==> src/rtl/seg7_pkg.sv <==
// Shared encodings for the seven-segment scan driver.
// Segment bit order is {g,f,e,d,c,b,a}, active-high.
package seg7_pkg;

  localparam logic [6:0] GLYPH_BLANK = 7'b0000000;
  localparam logic [6:0] GLYPH_DASH  = 7'b1000000;
  localparam logic [6:0] GLYPH_BAR   = 7'b0000110;
  localparam logic [6:0] GLYPH_F     = 7'b1110001;
  localparam logic [6:0] GLYPH_A     = 7'b1110111;
  localparam logic [6:0] GLYPH_L     = 7'b0111000;
  localparam logic [6:0] GLYPH_D     = 7'b0111111;
  localparam logic [6:0] GLYPH_U     = 7'b0111110;

  localparam logic MODE_HEX   = 1'b0;
  localparam logic MODE_GLYPH = 1'b1;

  // Standard hex font; b and d are lower-case so they differ from 8 and 0.
  function automatic logic [6:0] hex_font(input logic [3:0] nib);
    logic [6:0] s;
    case (nib)
      4'h0: s = 7'b0111111;
      4'h1: s = 7'b0000110;
      4'h2: s = 7'b1011011;
      4'h3: s = 7'b1001111;
      4'h4: s = 7'b1100110;
      4'h5: s = 7'b1101101;
      4'h6: s = 7'b1111101;
      4'h7: s = 7'b0000111;
      4'h8: s = 7'b1111111;
      4'h9: s = 7'b1101111;
      4'hA: s = 7'b1110111;
      4'hB: s = 7'b1111100;
      4'hC: s = 7'b0111001;
      4'hD: s = 7'b1011110;
      4'hE: s = 7'b1111001;
      default: s = 7'b1110001;
    endcase
    return s;
  endfunction

endpackage

==> src/rtl/hex_to_seg7.sv <==
// Combinational nibble to seven-segment decoder.
module hex_to_seg7
  import seg7_pkg::*;
(
  input  logic [3:0] nibble,
  output logic [6:0] seg
);

  // Pure lookup into the shared font.
  always_comb begin
    seg = hex_font(nibble);
  end

endmodule

==> src/rtl/seg7_scan_driver.sv <==
// Time-multiplexed seven-segment driver with double-buffered content and
// optional whole-display blink.
// Optional build macro: LEADING_ZERO_BLANK_EN blanks leading zero digits in
// hex mode (the rightmost digit is always shown).
//
// Handshake: load is a single-cycle strobe with no back-pressure; the driver
// always accepts it into the shadow registers and answers with a one-cycle
// load_ack on the following cycle. The shadow only reaches the display at a
// frame boundary with no load in that same cycle.
module seg7_scan_driver
  import seg7_pkg::*;
#(
  parameter int NUM_DIGITS   = 4,
  parameter int SCAN_DIV     = 50000,
  parameter int BLINK_FRAMES = 64
) (
  input  logic                    clk,
  input  logic                    rst,
  input  logic                    load,
  output logic                    load_ack,
  input  logic                    mode,
  input  logic [4*NUM_DIGITS-1:0] value,
  input  logic [7*NUM_DIGITS-1:0] glyph,
  input  logic                    blink_en,
  output logic [6:0]              seg,
  output logic [NUM_DIGITS-1:0]   dig_en,
  output logic                    frame_done
);

  localparam int CW = (SCAN_DIV > 1) ? $clog2(SCAN_DIV) : 1;
  localparam int IW = (NUM_DIGITS > 1) ? $clog2(NUM_DIGITS) : 1;
  localparam int BW = (BLINK_FRAMES > 1) ? $clog2(BLINK_FRAMES) : 1;

  localparam logic [CW-1:0] SCAN_LAST  = CW'(SCAN_DIV - 1);
  localparam logic [IW-1:0] IDX_LAST   = IW'(NUM_DIGITS - 1);
  localparam logic [BW-1:0] BLINK_LAST = BW'(BLINK_FRAMES - 1);

  logic [CW-1:0] scan_cnt;
  logic [IW-1:0] dig_idx;
  logic [BW-1:0] blink_cnt;
  logic          blink_on;

  logic                    sh_mode, sh_blink, pending;
  logic [4*NUM_DIGITS-1:0] sh_value;
  logic [7*NUM_DIGITS-1:0] sh_glyph;
  logic                    act_mode, act_blink;
  logic [4*NUM_DIGITS-1:0] act_value;
  logic [7*NUM_DIGITS-1:0] act_glyph;

  logic                  frame_end;
  logic                  xfer;
  logic [3:0]            cur_nib;
  logic [6:0]            cur_glyph;
  logic [6:0]            hex_seg;
  logic [6:0]            seg_next;
  logic [NUM_DIGITS-1:0] dig_next;
`ifdef LEADING_ZERO_BLANK_EN
  logic                  cur_lz;
`endif

  assign frame_end = (scan_cnt == SCAN_LAST) && (dig_idx == IDX_LAST);
  // A load on the boundary cycle wins; the transfer waits a whole frame.
  assign xfer      = frame_end && pending && !load;

  // Slot timer and digit index; the index steps when a slot expires.
  always_ff @(posedge clk) begin
    if (rst) begin
      scan_cnt <= '0;
      dig_idx  <= '0;
    end else if (scan_cnt == SCAN_LAST) begin
      scan_cnt <= '0;
      dig_idx  <= (dig_idx == IDX_LAST) ? '0 : dig_idx + 1'b1;
    end else begin
      scan_cnt <= scan_cnt + 1'b1;
    end
  end

  // Shadow capture on load, shadow-to-active copy at a clean frame boundary.
  always_ff @(posedge clk) begin
    if (rst) begin
      sh_mode   <= MODE_HEX;
      sh_blink  <= 1'b0;
      sh_value  <= '0;
      sh_glyph  <= '0;
      pending   <= 1'b0;
      act_mode  <= MODE_HEX;
      act_blink <= 1'b0;
      act_value <= '0;
      act_glyph <= '0;
    end else if (load) begin
      sh_mode  <= mode;
      sh_blink <= blink_en;
      sh_value <= value;
      sh_glyph <= glyph;
      pending  <= 1'b1;
    end else if (xfer) begin
      act_mode  <= sh_mode;
      act_blink <= sh_blink;
      act_value <= sh_value;
      act_glyph <= sh_glyph;
      pending   <= 1'b0;
    end
  end

  // Blink counter only runs while blink is active; clearing blink re-arms it.
  always_ff @(posedge clk) begin
    if (rst) begin
      blink_cnt <= '0;
      blink_on  <= 1'b1;
    end else if (xfer && !sh_blink) begin
      blink_cnt <= '0;
      blink_on  <= 1'b1;
    end else if (frame_end && act_blink) begin
      if (blink_cnt == BLINK_LAST) begin
        blink_cnt <= '0;
        blink_on  <= !blink_on;
      end else begin
        blink_cnt <= blink_cnt + 1'b1;
      end
    end
  end

  // Pick the current digit's nibble and glyph field (digit 0 is the MS field).
  always_comb begin
    cur_nib   = '0;
    cur_glyph = '0;
`ifdef LEADING_ZERO_BLANK_EN
    cur_lz    = 1'b0;
    begin : lz_scan
      logic run;
      run = 1'b1;
      for (int i = 0; i < NUM_DIGITS; i++) begin
        run = run && (act_value[4*(NUM_DIGITS-1-i) +: 4] == 4'h0);
        if (dig_idx == IW'(i)) cur_lz = run && (i != NUM_DIGITS - 1);
      end
    end
`endif
    for (int i = 0; i < NUM_DIGITS; i++) begin
      if (dig_idx == IW'(i)) begin
        cur_nib   = act_value[4*(NUM_DIGITS-1-i) +: 4];
        cur_glyph = act_glyph[7*(NUM_DIGITS-1-i) +: 7];
      end
    end
  end

  hex_to_seg7 u_hex (
    .nibble (cur_nib),
    .seg    (hex_seg)
  );

  // Next segment/enable values; the blink-off phase darkens everything.
  always_comb begin
    seg_next = GLYPH_BLANK;
    dig_next = '0;
    if (!(act_blink && !blink_on)) begin
      dig_next = NUM_DIGITS'(1) << dig_idx;
      if (act_mode == MODE_GLYPH) begin
        seg_next = cur_glyph;
      end else begin
`ifdef LEADING_ZERO_BLANK_EN
        seg_next = cur_lz ? GLYPH_BLANK : hex_seg;
`else
        seg_next = hex_seg;
`endif
      end
    end
  end

  // Registered outputs, one cycle behind the index.
  always_ff @(posedge clk) begin
    if (rst) begin
      seg        <= '0;
      dig_en     <= '0;
      frame_done <= 1'b0;
      load_ack   <= 1'b0;
    end else begin
      seg        <= seg_next;
      dig_en     <= dig_next;
      frame_done <= frame_end;
      load_ack   <= load;
    end
  end

endmodule
==> config.mk <==
export PLATFORM = sky130hd
export DESIGN_NAME = seg7_scan_driver
export DESIGN_NICKNAME = d
export VERILOG_FILES = /design/src/rtl/seg7_pkg.sv /design/src/rtl/hex_to_seg7.sv /design/src/rtl/seg7_scan_driver.sv
export SDC_FILE = /design/constraint.sdc
export NUM_CORES = 1
export LEC_CHECK = 0
export CAP_MARGIN = 30
export CORE_MARGIN = 10
export CORE_UTILIZATION = 52
export CTS_BUF_LIST = sky130_fd_sc_hd__clkbuf_4
export DETAILED_ROUTE_END_ITERATION = 16
export GPL_TIMING_DRIVEN = 1
export PLACE_DENSITY = 0.84
export SLEW_MARGIN = 5
export SYNTH_ARGS = -nofsm -noshare
export SYNTH_HDL_FRONTEND = slang
export SYNTH_SLANG_ARGS = --single-unit
==> constraint.sdc <==
create_clock -name clk -period 2.5 [get_ports clk]
set_input_delay 0.5 -clock clk [delete_from_list [all_inputs] [get_ports clk]]
set_output_delay 0.5 -clock clk [all_outputs]
set_load 0.02 [all_outputs]
==> results.tsv <==
stage	metric	value	unit
die	core	10300	sq um
die	initial_core_util	53.3	%
setup_path	crit_fanout	17	
run_status	status	completed	
min_path	holdCritPathClass	in -> reg	
clocking	cts_hold_buf	0	
yosys	synth_ff_type	dfxtp_1	
setup_path	worst_r2r_endpoint	seg[0]	
yosys	synthCells	624	
placed_design	io_buffers	61	
timing	timing.final.ws_setup	0.112	ns
layout	fin_util	64.0	%
die	dieArea	15100	sq um
setup_path	required	2.94	ns
yosys	async_reset_ff_share	0	%
yosys	yosysMostFrequentCell	dfxtp_1	
global_route	grt_pass1_vias	4427	
timing	slew_violations	0	
layout	drive_gt1_share	10.4	%
setup_path	reg2reg_depth	8	
timing	fin_worst_skew	0.0146	ns
job	maxCapViolCount	0	
yosys	synth_edf_count	0	
timing	whs	0.216	ns
drt	wl	12.3	mm
clocking	ctsResizeCount	0	
yosys	synth_largest_area_cell	dfxtp_1	
placed_design	placed_cell_area	6220	sq um
drt	via_per_inst	5.42	
yosys	yosysWarnings	0	
yosys	yosys.cell_types.count	56	
yosys	synthTopCellsByCount	dfxtp_1 (131), nand2_1 (114), nor2_1 (83)	
timing	finalCritPeriodShare	95.5	%
die	die_h	123	um
placed_design	place.gp.congestion	0.825	
drt	drc	0	
yosys	ys_ff_latch	131	
global_route	grt_max_degree	71	
drt	drt_pass1_iterations	4	
timing	hold_violations	0	
die	io_pins	62	
clocking	clock_latency	0.54	ns
min_path	min_to	pending	
timing	slew-limit-headroom	53.6	%
drt	drt-initial-drc-count	374	
placed_design	hpwl	8.80	mm
drt	via_count	4481	
power	power.total	4.07	mW
clocking	htreeDepth	4	
min_path	worstHoldStart	rst	
power	p_leak	2.53	nW
clocking	max-clock-path-buffers	2	
layout	area_growth_syn_to_layout	20.1	%
global_route	grt_util_all_layers	16.9	%
clocking	cts_tree	built	
setup_path	r2r-start	dig_idx[1]	
timing	period_needed	2.39	ns
die	die_x	123	um
placed_design	place_ws	0.0452	ns
yosys	synthTopCellsByArea	dfxtp_1 (48%), mux2i_1 (9.3%), nand2_1 (7.8%)	
setup_path	startpoint_type	register	
layout	finish.net_count	736	
die	rows	37	
setup_path	cp_data_arrival_time	2.83	ns
timing	worst_pin_slew	0.696	ns
global_route	antenna_found_initial	0	
clocking	post-cts-setup-buffers	0	
yosys	synth_top_area_share	47.7	%
timing	fmax	419	MHz
clocking	numCtsBuffers	17	
yosys	synthesis.area	5500	sq um
power	p_per_area	616	nW/um^2
layout	fin_area	6610	sq um
drt	routedWlPerCell	14.8	um
clocking	cts-root-buf	clkbuf_4	
min_path	whs_path_depth	2	
global_route	grt_overflow	0	
timing	setup_viol	0	
power	peakVddDrop	0.399	mV
setup_path	rrSetupSlack	0.11	ns
setup_path	crit_type	reg -> reg	
clocking	clock-sinks	131	
clocking	clk_pin_slew	0.10	ns
layout	fillers	839	
layout	num_antenna_cells	0	
yosys	synth_nets	682	
drt	detail-route-antenna-nets	0	
setup_path	cp-end-kind	register	
yosys	yosysSeqAreaShare	47.7	%
global_route	grt_pass1_wl	20.6	mm
yosys	syn_avg_cell_area	8.81	sq um
## worst max-delay path, cell delays in order, from the launching register on
cell and delay, ns:
dfxtp_2 0.39, inv_1 0.10, ha_2 0.24, buf_4 0.20, nand3b_1 0.24, a221o_2 0.46, a211oi_1 0.31, a211oi_1 0.14
o211a_1 0.21
## metal layers
metal | vias up | part of all wire, % | GRT usage [%]
met5 | - | 0 | 0
met4 | 0 | 2.2 | 7.73
met3 | 26 | 4.6 | 5.10
met2 | 109 | 49 | 27.5
met1 | 2109 | 44 | 20.1
li1 | 2237 | - | -
## worst max path at each step
stage / slack, ns / startpoint / endpoint / cells past startpoint
after detailed placement: 0.05 / dig_idx[0] / seg[5] / 8
after global placement: 0.14 / dig_idx[0] / seg[5] / 8
after floorplan: 0.15 / dig_idx[1] / seg[6] / 9
after CTS: 0.02 / dig_idx[0] / seg[5] / 8
final: 0.11 / dig_idx[1] / seg[0] / 8
after global routing: -0.007 / dig_idx[0] / seg[5] / 8
## state kept, by name, indices dropped and copies added (netlist names)
register / flops
act_glyph: 28
sh_glyph: 28
blink_on: 1
seg: 7
scan_cnt: 16
sh_blink: 1
dig_en: 4
act_blink: 1
act_value: 16
load_ack: 1
act_mode: 1
dig_idx: 2
pending: 1
sh_value: 16
blink_cnt: 6
frame_done: 1
sh_mode: 1
## power breakdown
group | switching [mW] | leakage, nW | internal (mW)
Sequential | 0.0323 | 1.07 | 2.14
Clock | 0.734 | 0.184 | 0.915
Combinational | 0.108 | 1.27 | 0.136
Total | 0.874 | 2.53 | 3.19
## through the flow
step / TNS [ns] / cells
finish: 0 / 827
global route: -0.00737 / 827
CTS: 0 / 827
detailed placement: 0 / 795
global placement: 0 / 795
floorplan: 0 / 624
## cell usage in the layout, fill, tap and decap left out, types with 2 or more instances in the layout
cell type        count
nand4_1              6
clkinv_2             5
nor2_1              83
bufinv_16            5
a211oi_2             4
a21oi_1             64
inv_1               12
nor2b_1              6
nand3b_1             9
and4_1               2
dfxtp_2              2
o211ai_1             5
o311a_1              2
a2bb2oi_1            2
buf_2                2
o21ai_0              5
clkdlybuf4s50_1     59
mux2i_1             51
ha_2                 2
dfxtp_1            129
a211oi_1             3
o211a_1              4
buf_12               2
clkbuf_4            20
nand2_1            114
nor3_1               8
nand4b_1             2
nor3b_2              2
nand3_1              8
ha_1                 7
nor4b_1              2
or3b_2               2
buf_4               12
and3_1               5
xnor2_1              7
xor2_1               9
nor3b_1              2
## kinds of logic after synthesis
kind of cell	share of synthesized area (%)
and+or+nand+nor	21.7
DFF	47.7
AOI/OAI and AO/OA	12.4
buffers and inverters	4.10
muxes	9.56
xor gates and xnor gates	2.55
adders and majority gates	2.05
## final cells by class
| type | count | area, sq um | area share (%) |
|---|---|---|---|
| Sequential cell | 131 | 2630 | 39.7 |
| Clock buffer | 20 | 150 | 2.27 |
| Multi-Input combinational cell | 440 | 2690 | 40.8 |
| Inverter | 13 | 48.8 | 0.739 |
| Clock inverter | 12 | 186 | 2.82 |
| Tap cell | 136 | 170 | 2.58 |
| Timing Repair Buffer | 75 | 731 | 11.1 |
No activity file was read; power rests on OpenSTA's default activity.
